`config.mk`:
```
export PLATFORM = sky130hd
export DESIGN_NAME = cache_ctrl_fsm
export DESIGN_NICKNAME = d
export VERILOG_FILES = /design/src/rtl/cache_ctrl_pkg.sv /design/src/rtl/lat_counter.sv /design/src/rtl/cache_ctrl_fsm.sv
export SDC_FILE = /design/constraint.sdc
export NUM_CORES = 1
export LEC_CHECK = 0
export CORE_AREA = 2 2 49 51
export CTS_BUF_LIST = sky130_fd_sc_hd__clkbuf_16
export DETAILED_ROUTE_END_ITERATION = 10
export DIE_AREA = 0 0 51 53
export PLACE_DENSITY = 0.59
export SLEW_MARGIN = 20
export SYNTH_ARGS = -nofsm -noshare
export SYNTH_HDL_FRONTEND = slang
export SYNTH_SLANG_ARGS = --single-unit
```
`constraint.sdc`:
```
create_clock -name clk -period 2.3 [get_ports clk]
set_input_delay 0.575 -clock clk [delete_from_list [all_inputs] [get_ports clk]]
set_output_delay 0.575 -clock clk [all_outputs]
set_load 0.02 [all_outputs]
```
`src/rtl/cache_ctrl_pkg.sv`:
```
// Shared types for the write-through cache controller: FSM state encoding,
// captured operation kind and memory-direction constants.
// No logic; imported by cache_ctrl_fsm.
package cache_ctrl_pkg;

    typedef enum logic [3:0] {
        S_IDLE       = 4'd0,
        S_READ       = 4'd1,
        S_WRITE      = 4'd2,
        S_FILL_REQ   = 4'd3,
        S_FILL_WAIT  = 4'd4,
        S_READ_DATA  = 4'd5,
        S_WRITE_HIT  = 4'd6,
        S_WRITE_MEM  = 4'd7,
        S_WRITE_WAIT = 4'd8,
        S_WRITE_DATA = 4'd9
    } state_t;

    typedef enum logic {
        OP_WRITE = 1'b0,
        OP_READ  = 1'b1
    } op_t;

    localparam logic MEM_RD = 1'b1;
    localparam logic MEM_WR = 1'b0;

endpackage

```
`src/rtl/lat_counter.sv`:
```
// Loadable down-counter used to time memory responses; zero flags expiry.
// Ports: clk, reset (sync, active-high), load/load_val, dec, zero.
// Decrement saturates at zero so a stray dec can never wrap.
module lat_counter #(
    parameter int CNT_W = 3
) (
    input  logic             clk,
    input  logic             reset,
    input  logic             load,
    input  logic             dec,
    input  logic [CNT_W-1:0] load_val,
    output logic             zero
);

    logic [CNT_W-1:0] cnt;

    always_ff @(posedge clk) begin
        if (reset) begin
            cnt <= '0;
        end else if (load) begin
            cnt <= load_val;
        end else if (dec && (cnt != '0)) begin
            cnt <= cnt - CNT_W'(1);
        end
    end

    assign zero = (cnt == '0);

endmodule

```
`src/rtl/cache_ctrl_fsm.sv`:
```
// Controller FSM for a direct-mapped write-through cache with multi-word line
// refill and an internal memory-latency counter. Moore outputs from state.
// Ports: CPU side strobe/rw/rdy/busy, tag side hit/valid, array side w/wsel/
// rsel/word_idx, memory side mstrobe/mrw. Synchronous active-high reset.
// Optional: define WRITE_ALLOCATE_EN to refill the line on a write miss.
module cache_ctrl_fsm
    import cache_ctrl_pkg::*;
#(
    parameter int MEM_LATENCY = 4,
    parameter int LINE_WORDS  = 4,
    parameter int CNT_W       = $clog2(MEM_LATENCY + 1),
    parameter int WIDX_W      = (LINE_WORDS > 1) ? $clog2(LINE_WORDS) : 1
) (
    input  logic              clk,
    input  logic              reset,
    input  logic              strobe,
    input  logic              rw,
    input  logic              hit,
    input  logic              valid,
    output logic              rdy,
    output logic              busy,
    output logic              w,
    output logic              wsel,
    output logic              rsel,
    output logic              mstrobe,
    output logic              mrw,
    output logic [WIDX_W-1:0] word_idx
);

    localparam logic [WIDX_W-1:0] LAST_IDX = WIDX_W'(LINE_WORDS - 1);
    // Counter starts at L-1 so the wait state lasts exactly L cycles.
    localparam logic [CNT_W-1:0]  LAT_LOAD = CNT_W'(MEM_LATENCY - 1);

    state_t state_q, state_d;
    op_t    op_q;
    logic   cnt_load, cnt_dec, cnt_zero;
    logic   widx_clr, widx_inc, op_cap;

    lat_counter #(.CNT_W(CNT_W)) u_lat (
        .clk      (clk),
        .reset    (reset),
        .load     (cnt_load),
        .dec      (cnt_dec),
        .load_val (LAT_LOAD),
        .zero     (cnt_zero)
    );

    always_ff @(posedge clk) begin
        if (reset) begin
            state_q <= S_IDLE;
        end else begin
            state_q <= state_d;
        end
    end

    always_ff @(posedge clk) begin
        if (reset) begin
            op_q     <= OP_WRITE;
            word_idx <= '0;
        end else begin
            if (op_cap) begin
                op_q <= op_t'(rw);
            end
            if (widx_clr) begin
                word_idx <= '0;
            end else if (widx_inc) begin
                word_idx <= word_idx + WIDX_W'(1);
            end
        end
    end

    // The CPU always reads from the cache array; refill data lands there first.
    assign rsel = 1'b0;

    always_comb begin
        state_d  = state_q;
        rdy      = 1'b0;
        busy     = 1'b0;
        w        = 1'b0;
        wsel     = 1'b0;
        mstrobe  = 1'b0;
        mrw      = 1'b0;
        cnt_load = 1'b0;
        cnt_dec  = 1'b0;
        widx_clr = 1'b0;
        widx_inc = 1'b0;
        op_cap   = 1'b0;

        case (state_q)
            S_IDLE: begin
                if (strobe) begin
                    op_cap  = 1'b1;
                    state_d = rw ? S_READ : S_WRITE;
                end
            end
            S_READ: begin
                busy = 1'b1;
                if (hit && valid) begin
                    state_d = S_READ_DATA;
                end else begin
                    widx_clr = 1'b1;
                    state_d  = S_FILL_REQ;
                end
            end
            S_WRITE: begin
                busy = 1'b1;
                if (hit && valid) begin
                    state_d = S_WRITE_HIT;
                end else begin
`ifdef WRITE_ALLOCATE_EN
                    widx_clr = 1'b1;
                    state_d  = S_FILL_REQ;
`else
                    state_d  = S_WRITE_MEM;
`endif
                end
            end
            S_FILL_REQ: begin
                busy     = 1'b1;
                mstrobe  = 1'b1;
                mrw      = MEM_RD;
                cnt_load = 1'b1;
                state_d  = S_FILL_WAIT;
            end
            S_FILL_WAIT: begin
                busy = 1'b1;
                if (!cnt_zero) begin
                    cnt_dec = 1'b1;
                end else begin
                    w    = 1'b1;
                    wsel = 1'b1;
                    if (word_idx == LAST_IDX) begin
                        // A write-allocate fill finishes by merging the CPU word.
                        state_d = (op_q == OP_READ) ? S_READ_DATA : S_WRITE_HIT;
                    end else begin
                        widx_inc = 1'b1;
                        state_d  = S_FILL_REQ;
                    end
                end
            end
            S_READ_DATA: begin
                busy    = 1'b1;
                rdy     = 1'b1;
                state_d = S_IDLE;
            end
            S_WRITE_HIT: begin
                busy    = 1'b1;
                w       = 1'b1;
                wsel    = 1'b0;
                state_d = S_WRITE_MEM;
            end
            S_WRITE_MEM: begin
                busy     = 1'b1;
                mstrobe  = 1'b1;
                mrw      = MEM_WR;
                cnt_load = 1'b1;
                state_d  = S_WRITE_WAIT;
            end
            S_WRITE_WAIT: begin
                busy = 1'b1;
                if (!cnt_zero) begin
                    cnt_dec = 1'b1;
                end else begin
                    state_d = S_WRITE_DATA;
                end
            end
            S_WRITE_DATA: begin
                busy    = 1'b1;
                rdy     = 1'b1;
                state_d = S_IDLE;
            end
            default: begin
                state_d = S_IDLE;
            end
        endcase
    end

endmodule
```
* Yosys cells after proc, flatten, opt, wreduce, memory -nomap -nowiden
Index checks and enable logic that the tools add are counted.
Word-level totals: logic and storage cells 60, bits of input ports 6, bits in registers 10, memories 0, bits in latches 0, ROM bits 0, output and inout bits 9, RAM bits 0
Operators by class: eq/ne operators 13, shift-type cells 0, reductions and logical operators 13, magnitude comparators 0, muxes and demuxes 27, multiply operators 0, bitwise logic cells 0, divide/modulo/power cells 0, add/sub/neg operators 2
Operators with widths (number):
- case mux 4 bit (8 select lines) | 1
- equality test 4 x 3 -> 1 bit, second input constant | 4
- 2-to-1 mux 1 bit | 16
- 2-to-1 mux 4 bit | 3
- OR reduction 2 bit | 5
- OR reduction 9 bit | 1
- equality test 4 x 2 -> 1 bit, second input constant | 2
- equality test 4 bit, second input constant | 2
- 2-to-1 mux 2 bit | 4
- 2-to-1 mux 3 bit | 2
- inequality test 2 bit, second input constant | 3
- equality test 4 x 1 -> 1 bit, second input constant | 1
- zero test 4 bit | 1
- zero test 3 bit | 1
- AND reduction 3 bit | 1
- nonzero test 3 bit | 1
- subtractor 3 x 1 -> 3 bit, second input constant | 1
- adder 2 x 1 -> 2 bit, second input constant | 1
- equality test 2 bit, second input constant | 1
- logical AND 1 bit | 2
- case mux 1 bit (2 select lines) | 1
- nonzero test 2 bit | 1

* Longest topological paths before layout
word-level depth 6, depth in mapped cells 6

* By module
A second synthesis with hierarchy kept.
Unflattened totals: cells, all modules 95, area total of the unflattened synthesis 789.5 um^2
By module, submodules not included:
- cache_ctrl_fsm | cells each 74, instances 1, area an instance 606.8 um^2, seq. area each 140.1 um^2
- lat_counter | cells each 21, instances 1, area an instance 182.7 um^2, seq. area each 60.1 um^2

* Worst setup path before layout
No wires, ideal clock.
path type flip-flop to output port, from reg state_q[1], to out w, arrival 1494 ps, setup slack 231 ps, stages on the path, launching flop included 4, cells stage by stage dfxtp_1 > clkbuf_1 > nor2_1 > nor4b_1
Between the ends: word-level cells in the longest chain between the ends 2
RTL lines:
- start, declared | line cache_ctrl_fsm.sv:34 | state_t state_q, state_d;
- start signal, assigned | line cache_ctrl_fsm.sv:52 | state_q <= state_d;
- equality test 4 x 3 -> 1 bit | line cache_ctrl_fsm.sv:89 | case (state_q)
- case mux 1 bit (2 select lines) * | line cache_ctrl_fsm.sv:89
- end, declared | line cache_ctrl_fsm.sv:22 | output logic w,
Every way passes the cells marked *; elsewhere a longest branch is shown, timed or not.

* Worst setup path in the final report
from reg u_lat.cnt[0], to out w
Between the ends: word-level cells in the longest chain between the ends 3
RTL lines:
- start, declared | line lat_counter.sv:15 | logic [CNT_W-1:0] cnt;
- start signal, assigned | line lat_counter.sv:21 | cnt <= load_val;
- start signal, assigned | line lat_counter.sv:23 | cnt <= cnt - CNT_W'(1);
- zero test 3 bit | line lat_counter.sv:27 | assign zero = (cnt == '0);
- 2-to-1 mux 1 bit | line cache_ctrl_fsm.sv:127 | if (!cnt_zero) begin
- case mux 1 bit (2 select lines) | line cache_ctrl_fsm.sv:89
Every way passes these cells.

==> reports/qor.csv <==
stage,metric,value,unit
route,drt drc,0,
clocking,Root Driver,clkbuf_16,
synth,synthesized area per cell,8.22,sq um
sta,fin. max-slew vios,0,
route,Vias,681,
sta,minimum clock period,2.20,ns
sta,skew final,0.00390,ns
global_route,gr ovfl total,0,
sta,# setup viols final,0,
global_route,initial antenna violation count,0,
pwr,Leakage,0.444,nW
run_status,outcome,finished clean,
worst_setup_path,reg2reg setup slack,0.52,ns
route,DR pass1 iterations,4,
min_path,Min-Delay Path Class,flop to flop,
floorplan,vertical die dimension,53,um
worst_setup_path,critical path buffer and inverter count,2,
pwr,post-layout power,1.13,mW
clocking,CTS tree,done,
floorplan,Die ar.,2700,sq um
floorplan,Die Width,51,um
worst_setup_path,Reg2Reg Depth,6,
global_route,gr usage total,14.1,%
synth,synthesized flop and latch total,10,
synth,Synth Area in XOR/XNOR,6.06,%
synth,post-synthesis adder-cell area fraction,6.92,%
worst_setup_path,CP Cell Sequence,inv_1 -> ha_1 -> and2b_4 -> nor2_1 -> nor4b_1 -> dlygate4sd2_1,
placed_design,Final HPWL DP,1230,um
worst_setup_path,crit-path max FO,4,
synth,Post-synth EDFFs,0,
global_route,met1 usage,18.6,%
global_route,met3 Use GR,1.98,%
worst_setup_path,Worst path max stage delay,0.37,ns
layout,share of layout cells above drive strength 1,19.8,%
worst_setup_path,Worst setup SP type,flop,
sta,final hold vios,0,
worst_setup_path,Worst EP required,1.73,ns
clocking,CTS Hold Bufs,0,
global_route,largest net degree at the start of global routing,18,
synth,Compound-Gate Fraction of Synth Area,17.6,%
route,wire per inst,12.3,um
worst_setup_path,Critical-path top delay cell,dlygate4sd2_1,
pwr,Peak VDD IR,614,uV
synth,simple-gate share of the synthesized area,30.3,%
layout,n_diodes,0,
layout,Area growth syn-to-layout,38.9,%
floorplan,I/O pin total,15,
worst_setup_path,r2r endpoint,u_lat.cnt[1]$_SDFFE_PP0P_,
clocking,clock sink total,10,
run,maxcap violations,0,
global_route,first-pass GRT wire length,2760,um
sta,post-route setup TNS,0,ns
synth,Syn. warnings,0,
global_route,vias in the first global route,626,
sta,f_max,0.454,GHz
worst_setup_path,cell family with most CP delay,buffers and inverters,
floorplan,Starting Density,33.7,%
route,ANT nets after route,0,
clocking,CTS buffer count,3,
floorplan,Core Box Area,2150,sq um
worst_setup_path,Crit. End Element,output pin,
synth,"Seq/Total Area, Yosys",27.7,%
synth,cells after synthesis,88,
global_route,Top Usage Layer GRT,met2,
synth,Synth Flop Type,dfxtp_1,
worst_setup_path,Crit Path Class,flop to output pin,
route,vias per inst,5.08,
pwr,pwr dens,1130,nW/um^2
sta,final period utilization,95.9,%
route,Detailed Route WL,1650,um
min_path,Hold Path Sink,op_q$_SDFFE_PP0P_,
min_path,HP Start,op_q$_SDFFE_PP0P_,
min_path,hold path depth,2,
placed_design,port buffer count,13,
synth,Post-Syn Area,723,sq um
synth,Mapped Nets,98,
sta,unrepaired setup endpoints after global routing,false,
placed_design,RePlAce Congestion,0.813,
worst_setup_path,FF-to-FF Start,u_lat.cnt[0]$_SDFFE_PP0P_,
clocking,worst-skew pair later-pin latency,0.24,ns
floorplan,Site Rows,17,
synth,Netlist cell types,41,
clocking,CTS Buffer Depth,2,
synth,Synth async-reset ratio,0,%
clocking,H-tree depth,1,
worst_setup_path,WP data arrival,1.63,ns
route,initial DRC count,14,
synth,largest family of logic cells by synthesized area,simple AND/OR/NAND/NOR gates,
worst_setup_path,critical path startpoint,u_lat.cnt[0]$_SDFFE_PP0P_,
global_route,grt met2 use,20.3,%
synth,proportion of synthesized area in mux cells,3.46,%
layout,fin nets,117,
clocking,Clock transition at path regs,0.04,ns
==> how the worst max path moves through the flow <==
| stage | endpoint | cells after the start | slack, ns |
|---|---|---|---|
| final | w | 6 | 0.1 |
| after global routing | w | 6 | 0.03 |
| after CTS | rdy | 4 | 0.006 |
| after detailed placement | w | 6 | 0.03 |
| after global placement | w | 6 | 0.1 |
| after floorplan | w | 3 | 0.23 |
==> per-layer routing <==
metal	part of all wire, %	wire [um]	vias to the layer above
met5	0	0	-
met4	2.7	45	0
met3	3.3	54	5
met2	40	663	16
met1	54	881	313
li1	-	-	347
==> registers in the layout, summed over array words and instances (netlist names) <==
name and count:
op_q 1, word_idx 2, state_q 4, u_lat.cnt 3
==> cell usage in the layout (no fill, tap or decap), types with 2 or more instances in the layout <==
master and count:
nand2b_1 3, ha_1 4, dlymetal6s2s_1 2, dfxtp_1 10, clkbuf_16 3, xnor2_1 5, nand2_1 3, buf_4 8
dlygate4sd2_1 4, nor2_1 10, nor3_1 4, nor4_1 2, clkdlybuf4s50_1 7, inv_1 5, a21oi_1 6
==> cell usage after synthesis, drive strengths merged, types with 2 or more instances <==
cell type	instances	area [sq um]
dfxtp	10	200
nor2b	2	12.5
xnor2	5	43.8
nor4	3	18.8
nor2	10	37.5
nor3	5	36.3
inv	6	22.5
a21oi	7	38.8
nand2b	3	18.8
clkbuf	2	7.51
buf	5	23.8
ha	4	50.1
nand2	3	11.3
==> tightest hold or removal path, stage by stage, from the launching register on <==
cell and delay [ns]:
dfxtp_1 0.31, nand2_1 0.05, a21oi_1 0.06
==> area by class of cell <==
class                      instances  area (sq um)
multi-input combinational         65           478
inverter                           6          22.5
clock inverter                     1          3.75
clock buffer                       3          75.1
tap                               28          35.0
sequential                        10           200
fill                             221          1140
timing repair buffer              21           190
==> timing repair <==
action	CTS	global route
resized for setup	6	2
setup buffers	0	0
endpoints found under the setup margin	5	2
pin swaps	0	0
==> cell families after synthesis <==
group / count (synthesis)
flops: 10
compound gates: 18
fa+ha+maj: 4
simple gates: 35
mux: 2
buf+inv: 13
other cells: 1
xor+xnor: 5
==> stage by stage <==
stage / setup slack (ns) / area (sq um) / util (%) / hold WS, ns / instances
2_1_floorplan: 0.231 / 723 / - / 0.445 / 88
3_3_place_gp: 0.0985 / 917 / 42.7 / 0.460 / 130
3_5_place_dp: 0.0257 / 917 / 42.7 / 0.470 / 130
4_1_cts: 0.00630 / 1000 / 46.5 / 0.476 / 134
5_1_grt: 0.0325 / 1000 / 46.8 / 0.500 / 134
6_report: 0.0951 / 1000 / 46.8 / 0.476 / 134
==> report_power, final <==
| part | switching (mW) | total (mW) | internal, mW |
|---|---|---|---|
| logic | 0.309 | 0.592 | 0.284 |
| registers | 0.0247 | 0.235 | 0.210 |
| clock network | 0.0794 | 0.307 | 0.228 |
| total | 0.413 | 1.13 | 0.721 |
(Power assumes the default switching activity.)
